**src/rtl/i2c_pkg.sv**
```systemverilog
// Shared widths, depth defaults and FSM state encoding for the I2C host command stage.
package i2c_pkg;

    localparam int DEF_FIFO_DEPTH = 16;
    localparam int DEF_DATA_W     = 8;
    localparam int DEF_ADDR_W     = 7;
    localparam int DEF_CNT_W      = 4;

    typedef logic [1:0] state_t;

    localparam state_t ST_IDLE  = 2'd0;
    localparam state_t ST_CHECK = 2'd1;
    localparam state_t ST_REQ   = 2'd2;
    localparam state_t ST_DONE  = 2'd3;

    // Pointer width carries one extra wrap bit so full and empty can be told apart.
    function automatic int ptr_w(input int depth);
        return $clog2(depth) + 1;
    endfunction

endpackage

```
**src/rtl/i2c_sync_fifo.sv**
```systemverilog
// Single-clock FIFO with first-word fall-through read data and wrap-bit pointers.
// A pop frees space in the same cycle, so push-and-pop while full is accepted.
module i2c_sync_fifo
    import i2c_pkg::*;
#(
    parameter int DEPTH = DEF_FIFO_DEPTH,
    parameter int WIDTH = DEF_DATA_W,
    localparam int PW   = ptr_w(DEPTH)
) (
    input  logic             clk,
    input  logic             rst,
    input  logic             wr_en,
    input  logic [WIDTH-1:0] wr_data,
    input  logic             rd_en,
    output logic [WIDTH-1:0] rd_data,
    output logic             full,
    output logic             empty,
    output logic [PW-1:0]    count
);

    localparam int AW = PW - 1;

    logic [PW-1:0]    wr_ptr_q, wr_ptr_d;
    logic [PW-1:0]    rd_ptr_q, rd_ptr_d;
    logic [WIDTH-1:0] mem_q [DEPTH];
    logic             do_wr;
    logic             do_rd;

    always_comb begin
        empty    = (wr_ptr_q == rd_ptr_q);
        full     = (wr_ptr_q[AW] != rd_ptr_q[AW]) &&
                   (wr_ptr_q[AW-1:0] == rd_ptr_q[AW-1:0]);
        do_rd    = rd_en && !empty;
        do_wr    = wr_en && (!full || do_rd);
        wr_ptr_d = do_wr ? wr_ptr_q + PW'(1) : wr_ptr_q;
        rd_ptr_d = do_rd ? rd_ptr_q + PW'(1) : rd_ptr_q;
        count    = wr_ptr_q - rd_ptr_q;
        rd_data  = mem_q[rd_ptr_q[AW-1:0]];
    end

    always_ff @(posedge clk or posedge rst) begin
        if (rst) begin
            wr_ptr_q <= '0;
            rd_ptr_q <= '0;
        end else begin
            wr_ptr_q <= wr_ptr_d;
            rd_ptr_q <= rd_ptr_d;
        end
    end

    // Storage needs no reset; the read side is qualified by empty.
    always_ff @(posedge clk) begin
        if (do_wr) begin
            mem_q[wr_ptr_q[AW-1:0]] <= wr_data;
        end
    end

endmodule

```
**src/rtl/i2c_host_ctrl.sv**
```systemverilog
// Host command and buffer stage in front of top_i2c: one command at a time,
// TX/RX byte FIFOs, transaction request handshake and completion reporting.
//
// state    | meaning
// ST_IDLE  | cmd_ready high, waiting for a host command
// ST_CHECK | waiting for enough TX bytes (write) or RX space (read)
// ST_REQ   | i_ready high until top_i2c pulses i2c_done
// ST_DONE  | one-cycle xfer_done pulse
module i2c_host_ctrl
    import i2c_pkg::*;
#(
    parameter int FIFO_DEPTH = DEF_FIFO_DEPTH,
    parameter int DATA_W     = DEF_DATA_W,
    parameter int ADDR_W     = DEF_ADDR_W,
    parameter int CNT_W      = DEF_CNT_W
) (
    input  logic              clk,
    input  logic              rst,
    input  logic              cmd_valid,
    output logic              cmd_ready,
    input  logic [ADDR_W-1:0] cmd_addr,
    input  logic              cmd_rw,
    input  logic [CNT_W-1:0]  cmd_cnt,
    input  logic              tx_wr_en,
    input  logic [DATA_W-1:0] tx_wr_data,
    output logic              tx_full,
    input  logic              rx_rd_en,
    output logic [DATA_W-1:0] rx_rd_data,
    output logic              rx_empty,
    output logic              xfer_done,
    output logic              xfer_err,
    output logic              i_ready,
    output logic [ADDR_W-1:0] addr,
    output logic              rw,
    output logic [CNT_W-1:0]  data_cnt,
    output logic [DATA_W-1:0] data_in,
    input  logic              i_txff_rd,
    input  logic [DATA_W-1:0] data_out,
    input  logic              i_rxff_wr,
    input  logic              i2c_done
);

    localparam int PW = ptr_w(FIFO_DEPTH);

    state_t            state_q, state_d;
    logic              i_ready_q, i_ready_d;
    logic              err_q, err_d;
    logic [ADDR_W-1:0] addr_q, addr_d;
    logic              rw_q, rw_d;
    logic [CNT_W-1:0]  data_cnt_q, data_cnt_d;

    logic [DATA_W-1:0] tx_head, rx_head;
    logic              tx_empty, rx_full;
    logic [PW-1:0]     tx_count, rx_count, rx_free, need;
    logic              accept, tx_underflow, rx_drop, ready_to_go;

    i2c_sync_fifo #(.DEPTH(FIFO_DEPTH), .WIDTH(DATA_W)) u_tx_fifo (
        .clk     (clk),
        .rst     (rst),
        .wr_en   (tx_wr_en),
        .wr_data (tx_wr_data),
        .rd_en   (i_txff_rd),
        .rd_data (tx_head),
        .full    (tx_full),
        .empty   (tx_empty),
        .count   (tx_count)
    );

    i2c_sync_fifo #(.DEPTH(FIFO_DEPTH), .WIDTH(DATA_W)) u_rx_fifo (
        .clk     (clk),
        .rst     (rst),
        .wr_en   (i_rxff_wr),
        .wr_data (data_out),
        .rd_en   (rx_rd_en),
        .rd_data (rx_head),
        .full    (rx_full),
        .empty   (rx_empty),
        .count   (rx_count)
    );

    always_comb begin
        accept       = cmd_valid && (state_q == ST_IDLE);
        tx_underflow = i_txff_rd && tx_empty;
        // A same-cycle host pop makes room, so the byte is not lost.
        rx_drop      = i_rxff_wr && rx_full && !rx_rd_en;
        need         = PW'(data_cnt_q);
        rx_free      = PW'(FIFO_DEPTH) - rx_count;
        ready_to_go  = rw_q ? (rx_free >= need) : (tx_count >= need);
    end

    always_comb begin
        state_d    = state_q;
        i_ready_d  = i_ready_q;
        addr_d     = addr_q;
        rw_d       = rw_q;
        data_cnt_d = data_cnt_q;
        err_d      = err_q;

        case (state_q)
            ST_IDLE: begin
                if (accept) begin
                    addr_d     = cmd_addr;
                    rw_d       = cmd_rw;
                    data_cnt_d = cmd_cnt;
                    err_d      = (cmd_cnt == '0);
                    state_d    = (cmd_cnt == '0) ? ST_DONE : ST_CHECK;
                end
            end
            ST_CHECK: begin
                if (ready_to_go) begin
                    state_d   = ST_REQ;
                    i_ready_d = 1'b1;
                end
            end
            ST_REQ: begin
                if (i2c_done) begin
                    state_d   = ST_DONE;
                    i_ready_d = 1'b0;
                end
            end
            ST_DONE: begin
                state_d = ST_IDLE;
            end
            default: begin
                state_d   = ST_IDLE;
                i_ready_d = 1'b0;
            end
        endcase

        if (tx_underflow || rx_drop) begin
            err_d = 1'b1;
        end
    end

    always_ff @(posedge clk or posedge rst) begin
        if (rst) begin
            state_q    <= ST_IDLE;
            i_ready_q  <= 1'b0;
            err_q      <= 1'b0;
            addr_q     <= '0;
            rw_q       <= 1'b0;
            data_cnt_q <= '0;
        end else begin
            state_q    <= state_d;
            i_ready_q  <= i_ready_d;
            err_q      <= err_d;
            addr_q     <= addr_d;
            rw_q       <= rw_d;
            data_cnt_q <= data_cnt_d;
        end
    end

    always_comb begin
        cmd_ready  = (state_q == ST_IDLE);
        xfer_done  = (state_q == ST_DONE);
        xfer_err   = err_q;
        i_ready    = i_ready_q;
        addr       = addr_q;
        rw         = rw_q;
        data_cnt   = data_cnt_q;
        data_in    = tx_empty ? '0 : tx_head;
        rx_rd_data = rx_empty ? '0 : rx_head;
    end

endmodule
```
**config.mk**
```make
export PLATFORM = sky130hd
export DESIGN_NAME = i2c_host_ctrl
export DESIGN_NICKNAME = d
export VERILOG_FILES = /design/src/rtl/i2c_pkg.sv /design/src/rtl/i2c_sync_fifo.sv /design/src/rtl/i2c_host_ctrl.sv
export SDC_FILE = /design/constraint.sdc
export NUM_CORES = 1
export LEC_CHECK = 0
export BUFFER_PORTS_ARGS = -buffer_cell sky130_fd_sc_hd__buf_2
export CAP_MARGIN = 40
export CORE_UTILIZATION = 55
export CTS_CLUSTER_SIZE = 24
export DETAILED_ROUTE_END_ITERATION = 10
export PLACE_DENSITY_LB_ADDON = 0.1
export SLEW_MARGIN = 20
export SYNTH_ARGS = -nofsm -noshare
export SYNTH_HDL_FRONTEND = slang
export SYNTH_SLANG_ARGS = --single-unit
```
**constraint.sdc**
```tcl
create_clock -name clk -period 4.3 [get_ports clk]
set_clock_uncertainty 0.1 [all_clocks]
set_input_delay 0.86 -clock clk [delete_from_list [all_inputs] [get_ports clk]]
set_output_delay 0.86 -clock clk [all_outputs]
set_load 0.02 [all_outputs]
```
# [Yosys cells after proc, flatten, opt, wreduce, memory -nomap -nowiden]
# Memory sizes are Yosys's and may differ from the RTL's.
# Index checks and enable logic that the tools add are counted.
[word_totals] ff_bits=36 latchBits=0 ramBits=256 mem_bits_ro=0 inputBits=36 out_inout_bits=34 n_memories=2
[classes] n_addsub=7 n_mul=0 n_div=0 magnitude_cmp=2 n_eq_ne=12 shifts=0 muxes=18 bitwise=0 reduce_logical=27
[memory_table] memory="u_rx_fifo.mem_q" depth=16 word_bits=8 read_ports=1 rd_clocked_by_memory_dff=0 write_ports=1 line_no="i2c_sync_fifo.sv:25" rtl="logic [WIDTH-1:0] mem_q [DEPTH];"
[memory_table] memory="u_tx_fifo.mem_q" depth=16 word_bits=8 read_ports=1 rd_clocked_by_memory_dff=0 write_ports=1 line_no="i2c_sync_fifo.sv:25"
[ops] op="adder 5 x 1 -> 5 bit (second input constant)" count=4
[ops] op="2-to-1 mux 8 bit" count=2
[ops] op="equality test 5 bit" count=2
[ops] op=">= comparator 5 x 4 -> 1 bit" count=2
[ops] op="logical AND 1 bit" count=10
[ops] op="2-to-1 mux 1 bit" count=10
[ops] op="subtractor 5 bit" count=2
[ops] op="equality test 4 bit" count=2
[ops] op="2-to-1 mux 2 bit" count=4
[ops] op="one-hot mux 2 bit (4 select lines)" count=1
[ops] op="AND reduction 3 bit" count=2
[ops] op="nonzero test 2 bit" count=3
[ops] op="logical NOT 1 bit" count=5
[ops] op="subtractor 5 bit (first input constant)" count=1
[ops] op="equality test 2 bit (second input constant)" count=2
[ops] op="logical NOT 4 bit" count=1
[ops] op="!= test 2 bit (second input constant)" count=2
[ops] op="AND reduction 2 bit" count=2
[ops] op="logical OR 1 bit" count=3
[ops] op="equality test 2 x 1 -> 1 bit (second input constant)" count=1
[ops] op="logical NOT 2 bit" count=1
[ops] op="!= test 1 bit" count=2
[ops] op="!= test 2 x 1 -> 1 bit (second input constant)" count=1
[ops] op="one-hot mux 1 bit (2 select lines)" count=1

# [Depth between registers and ports, before layout]
[depth] depth_word=7 depth_mapped=14 mapped_depth_nobuf=12

# [Modules after synthesis]
# Synthesis repeated with hierarchy kept, for this count alone.
[unflattened] cells_unflattened=704 hier_area_um2=12509.5
[modules_own_cells] mod="i2c_sync_fifo" n_inst=2 cells_each=299 area_per_inst_um2=5695.5
[modules_own_cells] mod="i2c_host_ctrl" n_inst=1 cells_each=106 area_per_inst_um2=1118.6

# [Worst setup path before layout]
# Ideal clock, no wire load.
[synth_timing] kind="reg2reg" from="register u_tx_fifo.rd_ptr_q[1]" to="register i_ready_q (netlist: i_ready)" setup_ns=0.131 arrival_time_ns=2.826 required_time_ns=4.069 slack_ns=1.243 stages_incl_launch_ff=13 path_buffers=2 synth_period_minus_slack_ns=3.057 path_cell_list="dfrtp_1 > clkbuf_1 > buf_1 > inv_1 > ha_1 > a21o_1 > a21oi_1 > xnor2_1 > ha_1 > o21ai_0 > o221a_2 > a31o_2 > or3_1"
[synth_between] elab_chain_len=5
[synth_rtl] item="from (decl)" line_no="i2c_sync_fifo.sv:24" rtl="logic [PW-1:0] rd_ptr_q, rd_ptr_d;"
[synth_rtl] item="from (signal assigned)" line_no="i2c_sync_fifo.sv:47" rtl="rd_ptr_q <= rd_ptr_d;"
[synth_rtl] item="subtractor 5 bit" line_no="i2c_sync_fifo.sv:37" rtl="count = wr_ptr_q - rd_ptr_q;"
[synth_rtl] item=">= comparator 5 x 4 -> 1 bit" line_no="i2c_host_ctrl.sv:88" rtl="ready_to_go = rw_q ? (rx_free >= need) : (tx_count >= need);"
[synth_rtl] item="2-to-1 mux 1 bit" line_no="i2c_host_ctrl.sv:88"
[synth_rtl] item="!= test 2 bit (no line)"
[synth_rtl] item="AND reduction 3 bit (no line)"
[synth_rtl] item="to (signal assigned)" line_no="i2c_host_ctrl.sv:145" rtl="i_ready_q <= i_ready_d;"
[synth_rtl] item="to (decl)" line_no="i2c_host_ctrl.sv:46" rtl="logic i_ready_q, i_ready_d;"
# Every way passes these cells.
# A chain may end at the register's enable or synchronous reset.

# [Worst setup path in the final report]
[layout_timing] from="register u_tx_fifo.rd_ptr_q[0]" to="output data_in[1]"
[layout_between] elab_chain_len=2 elab_cells_between_ends=3 classes_between="eq/ne (1); mux (1); memory (1)"
[layout_rtl] item="memory read (16 x 8 bit) / equality test 5 bit (equally long branches)"
[layout_rtl] item="2-to-1 mux 8 bit *" line_no="i2c_host_ctrl.sv:161" rtl="data_in = tx_empty ? '0 : tx_head;"
[layout_rtl] item="to (decl)" line_no="i2c_host_ctrl.sv:36" rtl="output logic [DATA_W-1:0] data_in,"
# Every way passes the cells marked *; elsewhere a longest branch is shown, timed or not.

==> impl_results.md <==
* Net Sw Frac at 33.3%
* Period utilisation layout at 90.9%
* Hold-fix buffers, CTS at 0
* Vias per cell at 5.95
* Starting Density at 56.9%
* First-pass GRT wire length at 37.2 mm
* Worst-Skew Late Latency at 0.54 ns
* Synth cell types at 40
* Buf/Inv on CP at 2
* Area contributors post-synth: edfxtp_1 63%, mux4_2 15%, dfrtp_1 7.4%, ha_1 3.4%, xnor2_1 1.2%
* Final Setup Violations at 0
* H-tree levels at 1
* Avg Cell Area, Syn at 19.6 sq um
* WL final at 24.1 mm
* Setup TNS at 0 ns
* Worst-path clk slew at 0.06 ns
* Critical path's slowest cell: dfrtp_2
* Total power at 10.1 mW
* Tmin final at 3.91 ns
* Die width at 150 um
* Sequential area share after synthesis at 70.9%
* Post-CTS setup buffers at 0
* Power share of the clock group at 24.0%
* CP top delay family: multiplexers
* Status: finished, final reports clean
* Clock tree root buffer cell: clkbuf_16
* Max Freq at 256 MHz
* PD cells at 729 nW/um^2
* Area grow syn2layout at 13.9%
* Post-DR wirelength/cell at 23.7 um
* Post-synth EDFFs at 256
* Die Ht at 150 um
* Post-synth top flop: edfxtp_1
* Synth Instances at 618
* FILL cells at 1434
* Hpwl dp at 16.0 mm
* Max IR drop VDD at 457 uV
* RSZ-0062 raised after global routing: no
* Yosys warning total at 0
* Area leader, netlist: edfxtp_1
* Syn Std Cell Area at 12100 sq um
* Crit-path max cell delay at 0.73 ns
* GPL Wtd Cong at 0.792
* Inserted Clock Buffers at 29
* Layout cells sized above 1 at 31.7%
* Sink Count at 292
* Synth top area share at 63.4%
* Reg area at 8590 sq um
* Nets at 789
* Core ar. at 21300 sq um
* Setup crit start kind: register
* Sequential fraction of design power at 38.5%
* # rows at 53
* Worst setup EP type: primary output
* Largest net degree at the start of global routing at 36
* Worst Path Required at 3.34 ns
* Multi-input gate area at 3330 sq um
* Final hold violation count at 0
* Internal at 6.72 mW
* Deepest clock path buffer count at 3
* CP Cell Sequence: buf_4 -> mux4_2 -> mux4_2 -> nor2b_1 -> buf_2
* Max-cap violations at 0
* IO buf count at 69
* Worst-margin pin slew at 0.752 ns
* Switching Power at 3.35 mW
* Setup Crit Path Kind: register to primary output
* DR iter-0 viols at 432
* Crit Path Max Fanout at 18
* Async set-reset flop share out of synthesis at 12.3%
* PostCTS Resize Cnt at 0
* Pre-antenna DRT Iters at 4
* DRC violations left at 0
* Global Route Usage Sum at 22.6%
* Initial antenna violation count at 0
* Seq cells post-synth at 292
* Vias in the first global route at 6249
* Area of the die at 22600 sq um
* Post-route ant nets at 0
* Max-slew violation count at 0
* Syn nets at 689
* Crit-path most repeated cell: mux4_2
* TritonCTS clock tree: yes
* Global route overflow at 0
* Min-delay worst type: input pin to async pin
* WP data arrival at 2.95 ns
* # diodes at 0
* Leak Pwr at 4.88 nW
* Logic pwr share at 37.5%
* Max-slew headroom at 49.7%
* # IOs at 70
* Vias post-DR at 6044
final timing paths:
check | startpoint | endpoint | slack, ns | depth (start not counted)
worst min register to register | u_rx_fifo.rd_ptr_q[4] | u_rx_fifo.rd_ptr_q[4] | 0.39 | 1
min in group clk | u_rx_fifo.rd_ptr_q[4] | u_rx_fifo.rd_ptr_q[4] | 0.39 | 1
max in group asynchronous | rst | u_rx_fifo.rd_ptr_q[0] | 3.05 | 3
worst min-delay path | rst | addr[1] | 0.30 | 2
worst max-delay path | u_tx_fifo.rd_ptr_q[0] | data_in[1] | 0.39 | 5
worst max register to register | u_rx_fifo.rd_ptr_q[0] | i_ready | 0.97 | 11
layout make-up:
type / instances / share of cell area, %
Tap cell: 275 / 2.49
Sequential cell: 292 / 62.2
Clock inverter: 19 / 1.23
Inverter: 22 / 0.598
Clock buffer: 35 / 5.42
Multi-Input combinational cell: 279 / 24.1
Timing Repair Buffer: 94 / 3.95
cell usage in the layout (no fill, tap or decap), drive strengths merged, types with 2 or more instances in the layout:
master / netlist / layout
and2: 16 / 16
nor2: 21 / 21
nor3: 5 / 5
xnor2: 17 / 17
fa: 2 / 2
nand2: 17 / 17
buf: 16 / 94
ha: 33 / 33
a21oi: 5 / 5
nand3: 2 / 2
o21ai: 7 / 7
xor2: 7 / 7
nor3b: 2 / 2
a32oi: 2 / 2
dfrtp: 36 / 36
a21o: 2 / 2
bufinv: 0 / 3
nand2b: 5 / 5
o31a: 2 / 2
and3: 2 / 2
a211o: 2 / 2
edfxtp: 256 / 256
mux4: 80 / 80
nand4: 8 / 8
clkinv: 0 / 14
nor2b: 19 / 19
clkbuf: 9 / 35
mux2: 13 / 13
inv: 22 / 23
synth_stat cells (all sizes together), types with 2 or more instances:
| cell type | count |
|---|---|
| inv | 22 |
| nand3 | 2 |
| nand2b | 5 |
| a21o | 2 |
| nor2b | 19 |
| fa | 2 |
| buf | 16 |
| nor3b | 2 |
| and2 | 16 |
| a211o | 2 |
| xnor2 | 17 |
| nand2 | 17 |
| mux2 | 13 |
| edfxtp | 256 |
| nand4 | 8 |
| clkbuf | 9 |
| dfrtp | 36 |
| mux4 | 80 |
| and3 | 2 |
| nor3 | 5 |
| a32oi | 2 |
| xor2 | 7 |
| o21ai | 7 |
| o31a | 2 |
| ha | 33 |
| nor2 | 21 |
| a21oi | 5 |
logic make-up after synthesis:
family          count (synthesis)  synth area share (%)
compound gates                 27                  1.56
xor+xnor                       24                  1.73
fa+ha+maj                      35                  3.74
buf+inv                        47                  1.69
flops                         292                  70.9
mux                            93                  16.1
simple gates                  100                  4.36
layer usage:
| metal | share of wire (%) | vias to the layer above | track usage, % |
|---|---|---|---|
| met1 | 43 | 3144 | 32.3 |
| met2 | 49 | 187 | 35.9 |
| met3 | 5.6 | 44 | 3.76 |
| met5 | 0 | - | 0 |
| met4 | 2.2 | 0 | 6.82 |
| li1 | - | 2669 | - |
worst register-to-register path: stages (launching register included):
cell and delay [ns]:
dfrtp_2 0.71, inv_1 0.18, ha_1 0.23, inv_1 0.05, ha_1 0.18, fa_1 0.44, ha_1 0.28, o21ai_0 0.20
inv_1 0.08, a21oi_1 0.23, a2111oi_0 0.14, or3_1 0.40
sequential cells by signal, summed over array words and instances, names as in the netlist:
| register | flops |
|---|---|
| xfer_err | 1 |
| u_tx_fifo.rd_ptr_q | 5 |
| addr | 7 |
| rw | 1 |
| u_rx_fifo.mem_q | 128 |
| i_ready | 1 |
| u_tx_fifo.wr_ptr_q | 5 |
| state_q | 2 |
| u_rx_fifo.rd_ptr_q | 5 |
| u_rx_fifo.wr_ptr_q | 5 |
| data_cnt | 4 |
| u_tx_fifo.mem_q | 128 |
power by group through the flow:
stage	clock network [mW]	registers, mW	logic (mW)
floorplan	0	3.80	2.82
global placement	0	3.92	3.68
detailed placement	0	3.94	3.79
CTS	2.47	3.88	3.82
global route	2.58	3.94	4.12
finish	2.42	3.88	3.78
per-stage QoR:
stage | hold slack, ns | cell area (sq um) | worst slack, ns | util [%] | instances
5_1_grt | 0.344 | 13800 | 0.247 | 64.9 | 1016
3_3_place_gp | 0.379 | 12900 | 0.931 | 60.5 | 961
6_report | 0.297 | 13800 | 0.392 | 64.9 | 1016
2_1_floorplan | 0.362 | 12100 | 1.24 | - | 618
3_5_place_dp | 0.382 | 12900 | 0.939 | 60.6 | 962
4_1_cts | 0.291 | 13800 | 0.338 | 64.9 | 1016
(Power assumes the default switching activity.)
